[src/rtl/pio_pkg.sv]
// Shared definitions for the Avalon-MM PIO bank: register offsets, edge modes, address sizing.
package pio_pkg;

    localparam logic [2:0] REG_DATA    = 3'd0;
    localparam logic [2:0] REG_DIR     = 3'd1;
    localparam logic [2:0] REG_IRQMASK = 3'd2;
    localparam logic [2:0] REG_EDGECAP = 3'd3;
    localparam logic [2:0] REG_OUTSET  = 3'd4;
    localparam logic [2:0] REG_OUTCLR  = 3'd5;

    typedef enum logic [1:0] {
        EDGE_RISE = 2'd0,
        EDGE_FALL = 2'd1,
        EDGE_ANY  = 2'd2
    } edge_mode_e;

    function automatic int addr_w(input int n_ch);
        return $clog2(n_ch) + 3;
    endfunction

endpackage

[src/rtl/pio_channel.sv]
// One PIO channel: output/direction/mask/capture registers, input synchroniser and edge capture.
module pio_channel
    import pio_pkg::*;
#(
    parameter int               WIDTH       = 32,
    parameter int               SYNC_STAGES = 2,
    parameter edge_mode_e       EDGE_MODE   = EDGE_ANY,
    parameter logic [WIDTH-1:0] OUT_RESET   = '0
) (
    input  logic             clk,
    input  logic             reset_n,
    input  logic             arm,
    input  logic             we_data,
    input  logic             we_dir,
    input  logic             we_mask,
    input  logic             we_w1c,
    input  logic             we_set,
    input  logic             we_clr,
    input  logic [WIDTH-1:0] wd,
    input  logic [2:0]       rd_reg,
    input  logic [WIDTH-1:0] pio_in,
    output logic [WIDTH-1:0] pio_out,
    output logic [WIDTH-1:0] pio_oe,
    output logic [31:0]      rdata,
    output logic             irq
);

    logic [WIDTH-1:0] sync_q [SYNC_STAGES];
    logic [WIDTH-1:0] sync_d [SYNC_STAGES];
    logic [WIDTH-1:0] dly_q, out_q, out_d, oe_q, oe_d, mask_q, mask_d, cap_q, cap_d;
    logic [WIDTH-1:0] in_sync, edge_raw, edge_hit;

    assign in_sync = sync_q[SYNC_STAGES-1];

    always_comb begin
        sync_d[0] = pio_in;
        for (int i = 1; i < SYNC_STAGES; i++) sync_d[i] = sync_q[i-1];
    end

    // Only inputs (oe = 0) capture, and nothing captures until the bank is armed after reset.
    always_comb begin
        edge_raw = in_sync ^ dly_q;
        case (EDGE_MODE)
            EDGE_RISE: edge_raw = in_sync & ~dly_q;
            EDGE_FALL: edge_raw = ~in_sync & dly_q;
            default:   edge_raw = in_sync ^ dly_q;
        endcase
        edge_hit = arm ? (edge_raw & ~oe_q) : '0;
    end

    always_comb begin
        out_d = out_q;
        if (we_data) out_d = wd;
        if (we_set)  out_d = out_q | wd;
        if (we_clr)  out_d = out_q & ~wd;
        oe_d   = we_dir  ? wd : oe_q;
        mask_d = we_mask ? wd : mask_q;
        // A new edge beats a simultaneous write-1-to-clear so no event is lost.
        cap_d  = (cap_q & ~(we_w1c ? wd : '0)) | edge_hit;
    end

    always_ff @(posedge clk or negedge reset_n) begin
        if (!reset_n) begin
            for (int i = 0; i < SYNC_STAGES; i++) sync_q[i] <= '0;
            dly_q  <= '0;
            out_q  <= OUT_RESET;
            oe_q   <= '0;
            mask_q <= '0;
            cap_q  <= '0;
        end else begin
            sync_q <= sync_d;
            dly_q  <= in_sync;
            out_q  <= out_d;
            oe_q   <= oe_d;
            mask_q <= mask_d;
            cap_q  <= cap_d;
        end
    end

    always_comb begin
        rdata = '0;
        case (rd_reg)
            REG_DATA:    rdata = 32'((oe_q & out_q) | (~oe_q & in_sync));
            REG_DIR:     rdata = 32'(oe_q);
            REG_IRQMASK: rdata = 32'(mask_q);
            REG_EDGECAP: rdata = 32'(cap_q);
            default:     rdata = '0;
        endcase
    end

    assign pio_out = out_q;
    assign pio_oe  = oe_q;
    assign irq     = |(cap_q & mask_q);

endmodule

[src/rtl/avalon_pio_bank.sv]
// N_CH-channel PIO bank behind an Avalon-MM slave with a single registered level interrupt.
module avalon_pio_bank
    import pio_pkg::*;
#(
    parameter int          N_CH        = 6,
    parameter int          WIDTH       = 32,
    parameter int          SYNC_STAGES = 2,
    parameter int          EDGE_MODE   = 2,
    parameter logic [31:0] OUT_RESET   = '0,
    localparam int         ADDR_W      = addr_w(N_CH)
) (
    input  logic                   clk,
    input  logic                   reset_n,
    input  logic [ADDR_W-1:0]      avs_address,
    input  logic                   avs_read,
    input  logic                   avs_write,
    input  logic [31:0]            avs_writedata,
    output logic [31:0]            avs_readdata,
    input  logic [N_CH*WIDTH-1:0]  pio_in,
    output logic [N_CH*WIDTH-1:0]  pio_out,
    output logic [N_CH*WIDTH-1:0]  pio_oe,
    output logic                   irq
);

    localparam edge_mode_e EDGE_E = edge_mode_e'(EDGE_MODE[1:0]);

    // Avalon-MM handshake: no waitrequest. A read is accepted on every cycle avs_read is high
    // and its data is on avs_readdata the next cycle; a write commits on the same clock edge.
    // With both strobes high the read returns the value from before the write.
    logic [ADDR_W-1:0] ch_sel;
    logic [2:0]        reg_sel;
    logic [31:0]       ch_rdata [N_CH];
    logic [N_CH-1:0]   ch_irq;
    logic [2:0]        arm_cnt_q, arm_cnt_d;
    logic              arm;
    logic [31:0]       readdata_q, readdata_d, rd_mux;
    logic              irq_q, irq_d;

    assign ch_sel  = avs_address >> 3;
    assign reg_sel = avs_address[2:0];

    // Sync flops come out of reset as zeros; hold off capture until they hold real input.
    assign arm = (arm_cnt_q == 3'(SYNC_STAGES + 1));
    assign arm_cnt_d = arm ? arm_cnt_q : arm_cnt_q + 3'd1;

    for (genvar k = 0; k < N_CH; k++) begin : g_ch
        logic hit_wr;
        assign hit_wr = avs_write && (ch_sel == ADDR_W'(k));

        pio_channel #(
            .WIDTH       (WIDTH),
            .SYNC_STAGES (SYNC_STAGES),
            .EDGE_MODE   (EDGE_E),
            .OUT_RESET   (OUT_RESET[WIDTH-1:0])
        ) u_ch (
            .clk     (clk),
            .reset_n (reset_n),
            .arm     (arm),
            .we_data (hit_wr && reg_sel == REG_DATA),
            .we_dir  (hit_wr && reg_sel == REG_DIR),
            .we_mask (hit_wr && reg_sel == REG_IRQMASK),
            .we_w1c  (hit_wr && reg_sel == REG_EDGECAP),
            .we_set  (hit_wr && reg_sel == REG_OUTSET),
            .we_clr  (hit_wr && reg_sel == REG_OUTCLR),
            .wd      (avs_writedata[WIDTH-1:0]),
            .rd_reg  (reg_sel),
            .pio_in  (pio_in[k*WIDTH +: WIDTH]),
            .pio_out (pio_out[k*WIDTH +: WIDTH]),
            .pio_oe  (pio_oe[k*WIDTH +: WIDTH]),
            .rdata   (ch_rdata[k]),
            .irq     (ch_irq[k])
        );
    end

    always_comb begin
        rd_mux = '0;
        for (int k = 0; k < N_CH; k++) begin
            if (ch_sel == ADDR_W'(k)) rd_mux = ch_rdata[k];
        end
        readdata_d = avs_read ? rd_mux : '0;
        irq_d      = |ch_irq;
    end

    always_ff @(posedge clk or negedge reset_n) begin
        if (!reset_n) begin
            arm_cnt_q  <= '0;
            readdata_q <= '0;
            irq_q      <= 1'b0;
        end else begin
            arm_cnt_q  <= arm_cnt_d;
            readdata_q <= readdata_d;
            irq_q      <= irq_d;
        end
    end

    assign avs_readdata = readdata_q;
    assign irq          = irq_q;

endmodule
[config.mk]
export PLATFORM = sky130hd
export DESIGN_NAME = avalon_pio_bank
export DESIGN_NICKNAME = d
export VERILOG_FILES = /design/src/rtl/pio_pkg.sv /design/src/rtl/pio_channel.sv /design/src/rtl/avalon_pio_bank.sv
export SDC_FILE = /design/constraint.sdc
export NUM_CORES = 2
export LEC_CHECK = 0
export CORE_MARGIN = 5
export CORE_UTILIZATION = 50
export CTS_CLUSTER_SIZE = 12
export DETAILED_ROUTE_END_ITERATION = 7
export PLACE_DENSITY = 0.72
export SETUP_SLACK_MARGIN = 0.5
export SLEW_MARGIN = 20
export SYNTH_ARGS = -nofsm -noshare
export SYNTH_HDL_FRONTEND = slang
export SYNTH_HIERARCHICAL = 1
export SYNTH_SLANG_ARGS = --single-unit
[constraint.sdc]
create_clock -name clk -period 3.7 [get_ports clk]
set_clock_uncertainty 0.2 [all_clocks]
set_input_delay 1.11 -clock clk [delete_from_list [all_inputs] [get_ports clk]]
set_output_delay 1.11 -clock clk [all_outputs]
set_load 0.03 [all_outputs]
==> Word-level counts from Yosys, hierarchy flattened <==
Cells that the tools add are included.
{ "word_totals": {"reg_bits": 1380, "in_bits": 234} }
{ "op_classes": {"addsub": 1, "n_eq_ne": 11, "n_mux": 43, "bitwise_logic": 73, "reduce_logical": 51} }
{ "ops": {"columns": ["operator", "n"], "rows": [
  ["2-to-1 mux 32 bit", 37],
  ["AND 32 bit", 36],
  ["one-hot mux 32 bit (4 select lines)", 6],
  ["OR 32 bit", 18],
  ["NOT 32 bit", 13],
  ["OR reduction 192 bit", 1],
  ["XOR 32 bit", 6],
  ["logical AND 1 bit", 42],
  ["nonzero test 3 bit", 6],
  ["equality test 3 x 2 -> 1 bit, second input constant", 5],
  ["equality test 3 bit, second input constant", 4],
  ["equality test 3 x 1 -> 1 bit, second input constant", 2],
  ["zero test 6 bit", 1],
  ["adder 3 x 1 -> 3 bit, second input constant", 1],
  ["zero test 3 bit", 1]
]} }

==> Longest topological paths before layout <==
{ "logic_depth": {"word_depth": 11, "mapped_depth": 12, "ltp_nobuf": 7} }

==> Modules after synthesis <==
Netlist, hierarchy kept.
{ "modules_own_cells": {"columns": ["module", "instances", "cells_per_inst", "area_each_um2", "seq_area_each_um2"], "rows": [
  ["pio_channel", 6, 777, 9226.3, 5605.4],
  ["avalon_pio_bank", 1, 401, 3041.7, 900.9]
]} }

==> Least setup slack after synthesis <==
No wires, ideal clock.
{ "synth_timing": {"path_kind": "input to register", "startpoint": "in avs_address[5]", "endpoint": "reg g_ch[0].u_ch.out_q[10]", "setup_time_ps": 142, "arrival_time_ps": 2843, "slack_ps": 515, "path_stages": 10, "path_buffers": 4, "path_cell_list": "buf_2 -> nand2b_1 -> or3_1 -> clkbuf_1 -> nor2_1 -> or3b_1 -> buf_6 -> buf_6 -> nor2_1 -> a211oi_1"} }
{ "synth_via": {"elab_chain_cells": 5, "elab_cells_between_ends": 8} }
{ "synth_rtl": {"columns": ["element", "line", "text"], "rows": [
  ["start: declaration", "avalon_pio_bank.sv:14", "input logic [ADDR_W-1:0] avs_address,"],
  ["zero test 6 bit *", "avalon_pio_bank.sv:48", "assign hit_wr = avs_write && (ch_sel == ADDR_W'(k));"],
  ["logical AND 1 bit *", "avalon_pio_bank.sv:48", null],
  ["logical AND 1 bit", "avalon_pio_bank.sv:63", ".we_set (hit_wr && reg_sel == REG_OUTSET),"],
  ["2-to-1 mux 32 bit", "pio_channel.sv:54", "if (we_set) out_d = out_q | wd;"],
  ["2-to-1 mux 32 bit", "pio_channel.sv:55", "if (we_clr) out_d = out_q & ~wd;"],
  ["end signal: assignment", "pio_channel.sv:73", "out_q <= out_d;"],
  ["end: declaration", "pio_channel.sv:30", "logic [WIDTH-1:0] dly_q, out_q, out_d, oe_q, oe_d, mask_q, mask_d, cap_q, cap_d;"]
]} }
Every way passes the cells marked *; elsewhere a longest branch is shown, timed or not.
A chain may end at the register's enable or synchronous reset.

==> Final worst setup path <==
{ "layout_timing": {"startpoint": "reg g_ch[4].u_ch.out_q[14]", "endpoint": "out pio_out[142]"} }
{ "layout_lines": {"columns": ["element", "line", "text"], "rows": [
  ["start: declaration", "pio_channel.sv:30", null],
  ["start signal: assignment", "pio_channel.sv:73", null],
  ["end: declaration", "avalon_pio_bank.sv:20", "output logic [N_CH*WIDTH-1:0] pio_out,"]
]} }
No word-level cell between the ends.

==> run metrics <==
Fin. Hold Viols=0; Worst Setup EP=pio_out[142]; drt via density=~6.3; CP max stage cell=clkdlybuf4s50_1; CTS root buffer=clkbuf_16; CTS tree=built; DPL Wire Length=162000 µm; RR Endpoint=irq; cts hold-fix bufs=0; CP startpoint=g_ch[4].u_ch/pio_out[14]; synthesized area=0.0584 mm²; initial antenna violation count=12; Seq/Total Area, Yosys=0.591; largest net degree at the start of global routing=between 100 and 150; RSZ-0062 raised after global routing=false; Synth Area in XOR/XNOR=0.0289; worst path cell trace=clkdlybuf4s50_1; dominant cells by area after synthesis=dfrtp_1 (59%), a211oi_1 (7.3%), mux2i_1 (3.3%); simple-gate share of the synthesized area=0.0673; Slew Viols, Final=0; Synth Flop Type=dfrtp_1; Yosys top cell area share=0.591; Crit path max-delay family=buffers and inverters; crit path DAT=1870 ps; placer congestion estimate=0.954; Syn Inst Count=5063; Worst setup SP type=flip-flop; share of layout cells above drive strength 1=0.143; status=completed; die footprint=0.124 mm²; drt total wl=227000 µm; Tmin final=3180 ps; number of I/O port buffers=650; Final Net Count=6135; required time of the critical path=2390 ps; vias in the first global route=between 40000 and 50000; leakage dissipation=~32 nW; final std cells w/o fill=7534; post-synthesis mux area share=0.0749; Worst Hold Class=primary input to async pin; DR iter-0 viols=5659; Synth Register Bits=around 1400; Core ar.=0.116 mm²; synth unique cells=41; reg2reg path depth=6; WHS=89.8 ps; Wirelength per Cell=30.1 µm; largest family of logic cells by synthesized area=compound AO/OA/AOI/OAI gates; most frequent cell after synthesis=dfrtp_1; io pins=651; # DRC=0; WS Path Type=flip-flop to output pin; GRT Util Overall=0.362; EDFF count, synth=0; crit share post-route=0.858; Cells after DPL=7273; DIE HEIGHT=~350 µm; first-pass GRT wire length=326000 µm; Pwr per Cell Area=577 mW/mm²; number of buffers created by CTS=148; syn avg cell area=between 10 and 15 µm²; num rows=roughly 130; CTS Sinks=around 1400; Critical Path Stages=1; Buf/Inv on CP=1; Adder-Cell Fraction of Synth Area=0.000428; vias after detailed routing=roughly 47000; compound-cell area share of the yosys netlist=0.194; worst slew pin tran=1280 ps; CTS H-tree depth=4; Syn Nets=5299; number of routed nets with antenna violations=0; Post-synth ARST share=1.00; Worst Path Max Fanout=3; initial core utilization=0.503; Area Overhead vs Synth=26.1%; Max Root-Sink Buffers=3; maximum vdd drop=0.455 mV; Congestion Overflow GR=0; Slew HR=0.149; flop2flop setup slack=1060 ps; fmax=~0.31 GHz; die boundary width=352 µm; RR Startpoint=g_ch[5].u_ch/mask_q[22]; Post-synth top cells=dfrtp_1 (1380), a211oi_1 (568), nand2_1 (403); YS warnings=6; Critical Path Sink Type=output pin; Reg clk slew, reported paths=60 ps; max cap viols=0; Critical Path Max Stage Delay=about 720 ps; Synth area leader=dfrtp_1; DRT Pass-1 Iters=6; Setup Viol. Count Final=0; Clock Latency Late Sink=760 ps
-- how the worst min path moves through the flow --
stage	startpoint	to	slack, ps	depth (start not counted)
final	reset_n	g_ch[4].u_ch/in_sync[28]	90	1
after detailed placement	g_ch[0].u_ch/sync_d[2]	g_ch[0].u_ch/in_sync[2]	130	0
after CTS	reset_n	g_ch[4].u_ch/in_sync[28]	80	1
after global routing	reset_n	g_ch[4].u_ch/in_sync[28]	110	1
after global placement	g_ch[3].u_ch/sync_d[3]	g_ch[3].u_ch/in_sync[3]	130	0
after floorplan	g_ch[0].u_ch/sync_d[0]	g_ch[0].u_ch/in_sync[0]	130	0
-- layout make-up --
cell class              instances  area, µm²
multi-input cells            3151      21400
well taps                    1524       1910
inverters                     199        747
flip-flops and latches       1380      34500
clock buffers                 223       4470
diodes                          7       17.5
repair buffers               1019      10000
clock inverters                31        469
fillers                      9056      42400
-- timing repair --
item,4_1_cts,5_1_grt
buffers inserted,0,0
endpoints found under the setup margin,342,13
resized for setup,342,13
endpoints found under the hold margin,0,0
-- metrics by stage --
step / power [W] / worst slack [ps] / TNS [ps] / utilization / instance area (µm²)
global route: 0.0439 / 501 / 0 / 0.634 / 73600
global placement: 0.0277 / -60.2 / -61.4 / 0.595 / 69100
CTS: 0.0425 / 500 / 0 / 0.634 / 73600
floorplan: 0.0228 / 515 / 0 / - / 58400
finish: 0.0425 / 525 / 0 / 0.634 / 73600
detailed placement: 0.0279 / -111 / -656 / 0.595 / 69100
-- report_power, final --
group | total (W) | switching (W) | internal, W
sequential | 0.0185 | 0.00179 | 0.0168
combinational | 0.00881 | 0.00552 | 0.00329
clock | 0.0151 | 0.00617 | 0.00895
total | 0.0425 | 0.0135 | 0.0290
-- registers in the layout, summed over array words and instances (netlist names) --
name / cells
avs_readdata: 32
g_ch.u_ch/in_sync: 192
arm_cnt_q: 3
g_ch.u_ch/dly_q: 192
g_ch.u_ch/pio_out: 192
g_ch.u_ch/cap_q: 192
g_ch.u_ch/mask_q: 192
irq: 1
g_ch.u_ch/sync_d: 192
g_ch.u_ch/pio_oe: 192
-- routing by layer --
| metal | GRT usage | routed length [µm] | up-vias |
|---|---|---|---|
| met5 | 0 | 28 | - |
| met4 | 0.224 | 17300 | 4 |
| met3 | 0.107 | 26300 | 621 |
| met2 | 0.523 | 96800 | 2844 |
| met1 | 0.483 | 86200 | 23900 |
| li1 | - | - | 20000 |
-- cell families after synthesis --
group                    count (synthesis)
adder cells (fa/ha/maj)                  2
flip-flops                            1380
AND/OR/NAND/NOR                        946
multiplexers                           410
AO/OA/AOI/OAI                         1600
buffers and inverters                  532
XOR/XNOR                               193
-- cells in the final DEF (no fill, tap or decap), types with 25 or more instances in the layout --
master           synthesis  layout
clkbuf_8                 0      40
a211oi_1               568     568
o21ai_1                 29      29
buf_2                   90      34
buf_12                   0     104
xor2_1                 192     192
o21ai_0                243     243
clkbuf_1               170      31
dlygate4sd2_1            0     342
nand3_1                 26      26
clkdlybuf4s50_1          0     256
a22oi_1                 96      96
buf_4                   25     266
mux2i_1                193     193
nand2_1                403     403
clkbuf_16                0     152
mux2_1                  49      49
o21a_1                 192     192
nand2b_1                25      25
inv_1                  199     199
nor2_1                 399     375
dfrtp_1               1380    1380
a21oi_1                200     200
nor2_2                  24      42
mux2_2                 168     168
a32o_1                 192     192
Power figures use the tool's default switching activity.
